### config.mk
export PLATFORM = sky130hd
export DESIGN_NAME = mem_stage
export DESIGN_NICKNAME = d
export VERILOG_FILES = /design/src/rtl/cpu_pkg.sv /design/src/rtl/mem_load_align.sv /design/src/rtl/mem_stage.sv
export SDC_FILE = /design/constraint.sdc
export NUM_CORES = 1
export LEC_CHECK = 0
export CORE_MARGIN = 4
export CORE_UTILIZATION = 25
export CTS_CLUSTER_DIAMETER = 200
export DETAILED_ROUTE_END_ITERATION = 8
export DONT_BUFFER_PORTS = 1
export HOLD_SLACK_MARGIN = 0.06
export PLACE_DENSITY = 0.4
export SKIP_LAST_GASP = 1
export SLEW_MARGIN = 20
export SYNTH_ARGS = -nofsm -noshare
export SYNTH_HDL_FRONTEND = slang
export SYNTH_SLANG_ARGS = --single-unit
### constraint.sdc
create_clock -name clk -period 2.2 [get_ports clk]
set_input_delay 0.44 -clock clk [delete_from_list [all_inputs] [get_ports clk]]
set_output_delay 0.44 -clock clk [all_outputs]
set_load 0.005 [all_outputs]
### src/rtl/cpu_pkg.sv
// Shared widths and load-op encoding for the CPU pipeline stages.
package cpu_pkg;

    localparam int RF_BUS_W  = 38;
    localparam int CSR_BUS_W = 109;
    localparam int EXC_BUS_W = 6;
    localparam int FWD_BUS_W = 40;

    // Bit positions in the one-hot load op {ld_b, ld_h, ld_w, ld_bu, ld_hu}
    localparam int LD_B  = 4;
    localparam int LD_H  = 3;
    localparam int LD_W  = 2;
    localparam int LD_BU = 1;
    localparam int LD_HU = 0;

    typedef logic [RF_BUS_W-1:0] rf_bus_t;

endpackage

### src/rtl/mem_load_align.sv
// Load data alignment: picks the byte/half addressed by addr[1:0] and extends it.
module mem_load_align
    import cpu_pkg::*;
(
    input  logic [31:0] rdata,
    input  logic [1:0]  addr,
    input  logic [4:0]  mem_op,
    output logic [31:0] wdata
);

    logic [7:0]  byte_sel;
    logic [15:0] half_sel;

    always_comb begin
        byte_sel = rdata[7:0];
        case (addr)
            2'd0: byte_sel = rdata[7:0];
            2'd1: byte_sel = rdata[15:8];
            2'd2: byte_sel = rdata[23:16];
            2'd3: byte_sel = rdata[31:24];
            default: byte_sel = rdata[7:0];
        endcase
        half_sel = addr[1] ? rdata[31:16] : rdata[15:0];
    end

    always_comb begin
        wdata = rdata;
        if (mem_op[LD_B])
            wdata = {{24{byte_sel[7]}}, byte_sel};
        else if (mem_op[LD_BU])
            wdata = {24'd0, byte_sel};
        else if (mem_op[LD_H])
            wdata = {{16{half_sel[15]}}, half_sel};
        else if (mem_op[LD_HU])
            wdata = {16'd0, half_sel};
        else if (mem_op[LD_W])
            wdata = rdata;
    end

endmodule

### src/rtl/mem_stage.sv
// MEM pipeline stage: waits for the data-bus response, aligns load data, forwards to ID.
// Optional macro MEM_LOAD_FWD_EN: release load_pending to ID in the cycle the load data arrives.
module mem_stage
    import cpu_pkg::*;
(
    input  logic                 clk,
    input  logic                 resetn,
    input  logic                 ex_to_mem_valid,
    output logic                 mem_allowin,
    input  logic [31:0]          ex_pc,
    input  logic [RF_BUS_W-1:0]  ex_rf_all,
    input  logic [4:0]           ex_mem_op,
    input  logic                 ex_req_issued,
    input  logic [CSR_BUS_W-1:0] ex_csr_rf,
    input  logic [EXC_BUS_W-1:0] ex_exc_rf,
    input  logic                 data_sram_data_ok,
    input  logic [31:0]          data_sram_rdata,
    input  logic                 cancel_exc_ertn,
    input  logic                 wb_allowin,
    output logic                 mem_to_wb_valid,
    output logic [31:0]          mem_pc,
    output logic [RF_BUS_W-1:0]  mem_rf_all,
    output logic [CSR_BUS_W-1:0] mem_csr_rf,
    output logic [EXC_BUS_W-1:0] mem_exc_rf,
    output logic [FWD_BUS_W-1:0] mem_fwd,
    output logic                 mem_exc_block
);

    logic                 mem_valid;
    logic [31:0]          pc_q;
    rf_bus_t              rf_q;
    logic [4:0]           op_q;
    logic [CSR_BUS_W-1:0] csr_q;
    logic [EXC_BUS_W-1:0] exc_q;
    logic                 req_pending;
    logic [1:0]           discard_cnt;
    logic [31:0]          rdata_buf;
    logic                 buf_valid;

    logic        owned_ok;
    logic        discard_ok;
    logic        disc_inc;
    logic        ready_go;
    logic        accept;
    logic        leave;
    logic        is_load;
    logic        load_pending;
    logic [31:0] load_data;
    logic [31:0] load_wdata;
    logic [31:0] final_wdata;

    assign discard_ok = data_sram_data_ok & (discard_cnt != 2'd0);
    assign owned_ok   = data_sram_data_ok & (discard_cnt == 2'd0) & req_pending;
    // A flush that lands on the owned response consumes it, so nothing is owed afterwards.
    assign disc_inc   = cancel_exc_ertn & mem_valid & req_pending & ~owned_ok;

    assign ready_go        = ~req_pending | buf_valid | owned_ok;
    assign mem_to_wb_valid = mem_valid & ready_go;
    assign mem_allowin     = ~mem_valid | (ready_go & wb_allowin);
    assign accept          = ex_to_mem_valid & mem_allowin;
    assign leave           = mem_to_wb_valid & wb_allowin;

    always_ff @(posedge clk) begin
        if (!resetn) begin
            mem_valid <= 1'b0;
        end else if (cancel_exc_ertn) begin
            mem_valid <= 1'b0;
        end else if (mem_allowin) begin
            mem_valid <= ex_to_mem_valid;
        end
    end

    always_ff @(posedge clk) begin
        if (!resetn) begin
            pc_q  <= 32'd0;
            rf_q  <= '0;
            op_q  <= 5'd0;
            csr_q <= '0;
            exc_q <= '0;
        end else if (accept) begin
            pc_q  <= ex_pc;
            rf_q  <= ex_rf_all;
            op_q  <= ex_mem_op;
            csr_q <= ex_csr_rf;
            exc_q <= ex_exc_rf;
        end
    end

    always_ff @(posedge clk) begin
        if (!resetn || cancel_exc_ertn) begin
            req_pending <= 1'b0;
        end else if (mem_allowin) begin
            req_pending <= ex_to_mem_valid & ex_req_issued;
        end else if (owned_ok) begin
            req_pending <= 1'b0;
        end
    end

    always_ff @(posedge clk) begin
        if (!resetn) begin
            discard_cnt <= 2'd0;
        end else if (disc_inc && !discard_ok) begin
            if (discard_cnt != 2'd3)
                discard_cnt <= discard_cnt + 2'd1;
        end else if (discard_ok && !disc_inc) begin
            discard_cnt <= discard_cnt - 2'd1;
        end
    end

    always_ff @(posedge clk) begin
        if (!resetn) begin
            buf_valid <= 1'b0;
            rdata_buf <= 32'd0;
        end else begin
            if (cancel_exc_ertn || leave)
                buf_valid <= 1'b0;
            else if (owned_ok)
                buf_valid <= 1'b1;
            if (owned_ok)
                rdata_buf <= data_sram_rdata;
        end
    end

    assign is_load   = |op_q;
    assign load_data = buf_valid ? rdata_buf : data_sram_rdata;

    mem_load_align u_align (
        .rdata  (load_data),
        .addr   (rf_q[1:0]),
        .mem_op (op_q),
        .wdata  (load_wdata)
    );

    assign final_wdata = is_load ? load_wdata : rf_q[31:0];

`ifdef MEM_LOAD_FWD_EN
    assign load_pending = mem_valid & is_load & ~(buf_valid | owned_ok);
`else
    assign load_pending = mem_valid & is_load;
`endif

    assign mem_pc        = pc_q;
    assign mem_rf_all    = {rf_q[37:32], final_wdata};
    assign mem_csr_rf    = csr_q;
    assign mem_exc_rf    = exc_q;
    assign mem_fwd       = {mem_valid, rf_q[37], rf_q[36:32], load_pending, final_wdata};
    assign mem_exc_block = mem_valid & (|exc_q);

endmodule

==> flow_metrics.py <==
metrics = {
    "run_status": {
        "status": "finished, violations left",
        "violations": "setup timing",
    },
    "clock_network": {
        "cts_tree": "yes",
        "cts.sinks": 227,
        "cts_buffer_depth": 3,
        "path_clk_slew_ns": 0.06,
        "clk_latency_ns": 0.55,
        "cts_buffers": 28,
        "htreeDepth": 1,
        "clock-root-buffer": "clkbuf_16",
    },
    "yosys": {
        "ys_seq_area_share_pct": 44.2,
        "synthArstFlopShare_pct": 0,
        "synth.top_cell.area_share_pct": 44.2,
        "synth_edf_count": 0,
        "yosysTopAreaCell": "dfxtp_1",
        "synth_area_leaders": "dfxtp_1 44%, nand2_1 17%, a21boi_0 9.1%",
        "synthAdderAreaFrac_pct": 0,
        "yosys-mux-area-fraction_pct": 5.23,
        "yosys_warnings": 0,
        "synth.distinct_cells": 48,
        "synthCells": 1265,
        "yosys.area_share.simple_pct": 20.9,
        "synth_compound_area_share_pct": 21.4,
        "syn_avg_cell_area_sq_um": 8.12,
        "yosys_most_used_dff": "dfxtp_1",
        "synth_xor_area_share_pct": 0,
        "synth_top_family_by_area": "compound AO/OA/AOI/OAI gates",
        "syn-cell-area_sq_mm": 0.0103,
        "syn-num-nets": 1494,
        "synth_seq_cells": 227,
    },
    "drt": {
        "drt_iter0_markers": 539,
        "ant_nets": 0,
        "routed_wl_mm": 41.6,
        "vias_per_cell": 4.73,
        "dr_total_vias": 9639,
        "drt_pass1_iterations": 4,
        "wire_per_inst_um": 20.4,
        "drc_errors": 0,
    },
    "floorplan": {
        "die_h_um": 211,
        "start_util_pct": 25.6,
        "coreArea_sq_mm": 0.0402,
        "die_area_sq_mm": 0.0444,
        "pin_count": 457,
        "fp.dieW_um": 211,
        "num_rows": 73,
    },
    "timing": {
        "slew_headroom_pct": 48.2,
        "period_share_pct": 121,
        "rsz0062_at_grt": "yes",
        "slew_violations": 0,
        "finalHoldViolations": 0,
        "finalCriticalPeriod_ns": 2.65,
        "finClkSkew_ns": 0.0120,
        "fin_ws_ns": -0.451,
        "finalSetupTns_ns": -25.46,
        "setup_violations": 65,
        "worstMarginPinSlew_ns": 0.774,
        "fmax_mhz": 377,
    },
    "final_layout": {
        "drive_gt1_share_pct": 15.1,
        "regArea_sq_mm": 0.00456,
        "mostFrequentLayoutCells": "468 x nand2_1, 246 x dlygate4sd3_1, 222 x dfxtp_1",
        "num-fill-cells": 4074,
        "multiInputGateArea_sq_mm": 0.00541,
        "syn_to_final_growth_pct": 47.5,
        "mostFrequentLayoutCell": "nand2_1",
        "finalNonFillerCells": 2040,
        "nets": 1728,
    },
    "critical_path": {
        "worst-path-max-fanout": 7,
        "endpoint_kind": "output pin",
        "crit_top_cell": "buf_6",
        "critPathMaxStageDelay_ns": 0.54,
        "critPathRequiredTime_ns": 1.76,
        "crit_slowest_cell": "mux4_2",
        "critPathLaunchType": "flop",
        "crit_chain": "buf_6, mux4_2, nand3_4, clkbuf_16, a31oi_4, buf_6",
        "cp_data_arrival_time_ns": 2.21,
        "crit_type": "reg2out",
    },
    "global_route": {
        "grt_pass1_vias": 9798,
        "grt_pass1_wl_mm": 59.7,
        "grt_max_degree": 155,
        "grt_overflow": 0,
        "antenna_found_initial": 4,
        "grt_usage_pct": 16.9,
    },
    "power_and_ir_drop": {
        "ir_worst_vdd_uv": 558,
        "power_density_mw_per_mm2": 714,
        "power_leakage_nw": 5.76,
    },
    "hold_path": {
        "hold_class": "in2reg",
    },
    "placed_design": {
        "dp_hpwl_mm": 26.8,
        "dp_cells": 1713,
        "gp_congestion": 0.836,
        "port_buffers": 0,
    },
    "run": {
        "cap_viol_max_count": 0,
    },
}
synthesized netlist by cell type (17+ instances only):
| master | number |
|---|---|
| a21oi_1 | 17 |
| mux2i_1 | 21 |
| nor2_1 | 47 |
| dfxtp_1 | 227 |
| buf_4 | 48 |
| buf_2 | 29 |
| a21boi_0 | 124 |
| clkbuf_1 | 53 |
| mux2_2 | 25 |
| a31oi_1 | 20 |
| nand2_1 | 469 |
| a21boi_1 | 100 |
metal layers:
metal / share of wire (%) / wire, um / GRT usage (%) / vias up
met2: 50 / 20700 / 29.8 / 374
met4: 2.3 / 967 / 4.00 / 2
met3: 8.0 / 3340 / 5.32 / 57
met5: 0.017 / 7 / 0 / -
li1: - / - / - / 4619
met1: 40 / 16600 / 20.2 / 4587
layout make-up:
cell class / count / share of cell area, %
multi-input cells: 893 / 35.7
flip-flops and latches: 227 / 30.1
repair buffers: 347 / 24.3
clock buffers: 42 / 5.44
well taps: 525 / 4.34
clock inverters: 1 / 0.0496
inverters: 2 / 0.0496
diodes: 3 / 0.0496
critical path: cells and delay by family (launching register included):
| kind | cells | cell delay (ns) |
|---|---|---|
| mux | 1 | 0.54 |
| buf+inv | 3 | 0.46 |
| simple gates | 1 | 0.17 |
| compound gates | 1 | 0.09 |
| flops | 1 | 0.40 |
report_power, final:
part	leakage [nW]	switching, W	internal, W
registers	1.87	0.000195	0.00433
clock network	0.403	0.00173	0.00253
logic	3.49	0.00102	0.00100
total	5.76	0.00295	0.00786
repair_timing:
item                       4_1_cts  5_1_grt
setup endpoints to repair       66       69
cloned                           5        5
pin swaps                       18       15
resized for setup               83       36
setup buffers                   14       14
hold endpoints to repair       218       17
hold buffers                   243        4
flip-flops by register name, indices dropped and copies added (netlist names):
register,cells
mem_valid,1
rdata_buf,32
discard_cnt,2
req_pending,1
buf_valid,1
op_q,5
mem_pc,32
mem_exc_rf,6
rf_q,38
mem_csr_rf,109
through the flow:
stage	total power, W	hold WS (ns)	utilization, %	setup WS, ns	cell area (sq um)
2_1_floorplan	0.00558	0.435	-	-0.0290	10300
3_3_place_gp	0.00587	0.447	26.9	-0.0391	10800
3_5_place_dp	0.00588	0.453	26.9	-0.0457	10800
4_1_cts	0.0109	0.0602	36.7	-0.474	14800
5_1_grt	0.0113	0.0619	37.7	-0.525	15100
6_report	0.0108	0.0984	37.7	-0.451	15100
cells by family (layout without fill, tap and decap cells):
group                  count (synthesis)  in the layout
AO/OA/AOI/OAI                        298            298
buffers and inverters                145            392
flip-flops                           227            227
multiplexers                          48             48
other                                  0              3
AND/OR/NAND/NOR                      547            547
final timing paths:
check	startpoint	end	slack [ns]	depth (start not counted)
worst max-delay path	buf_valid$_SDFFE_PP0P_	mem_rf_all[18]	-0.45	6
worst min-delay path	ex_csr_rf[78]	mem_csr_rf[78]$_SDFFE_PN0P_	0.1	2
worst min register to register	rf_q[3]$_SDFFE_PN0P_	rf_q[3]$_SDFFE_PN0P_	0.46	2
worst max register to register	discard_cnt[0]$_SDFFE_PN0P_	mem_pc[11]$_SDFFE_PN0P_	0.18	6
Power figures use the tool's default switching activity.
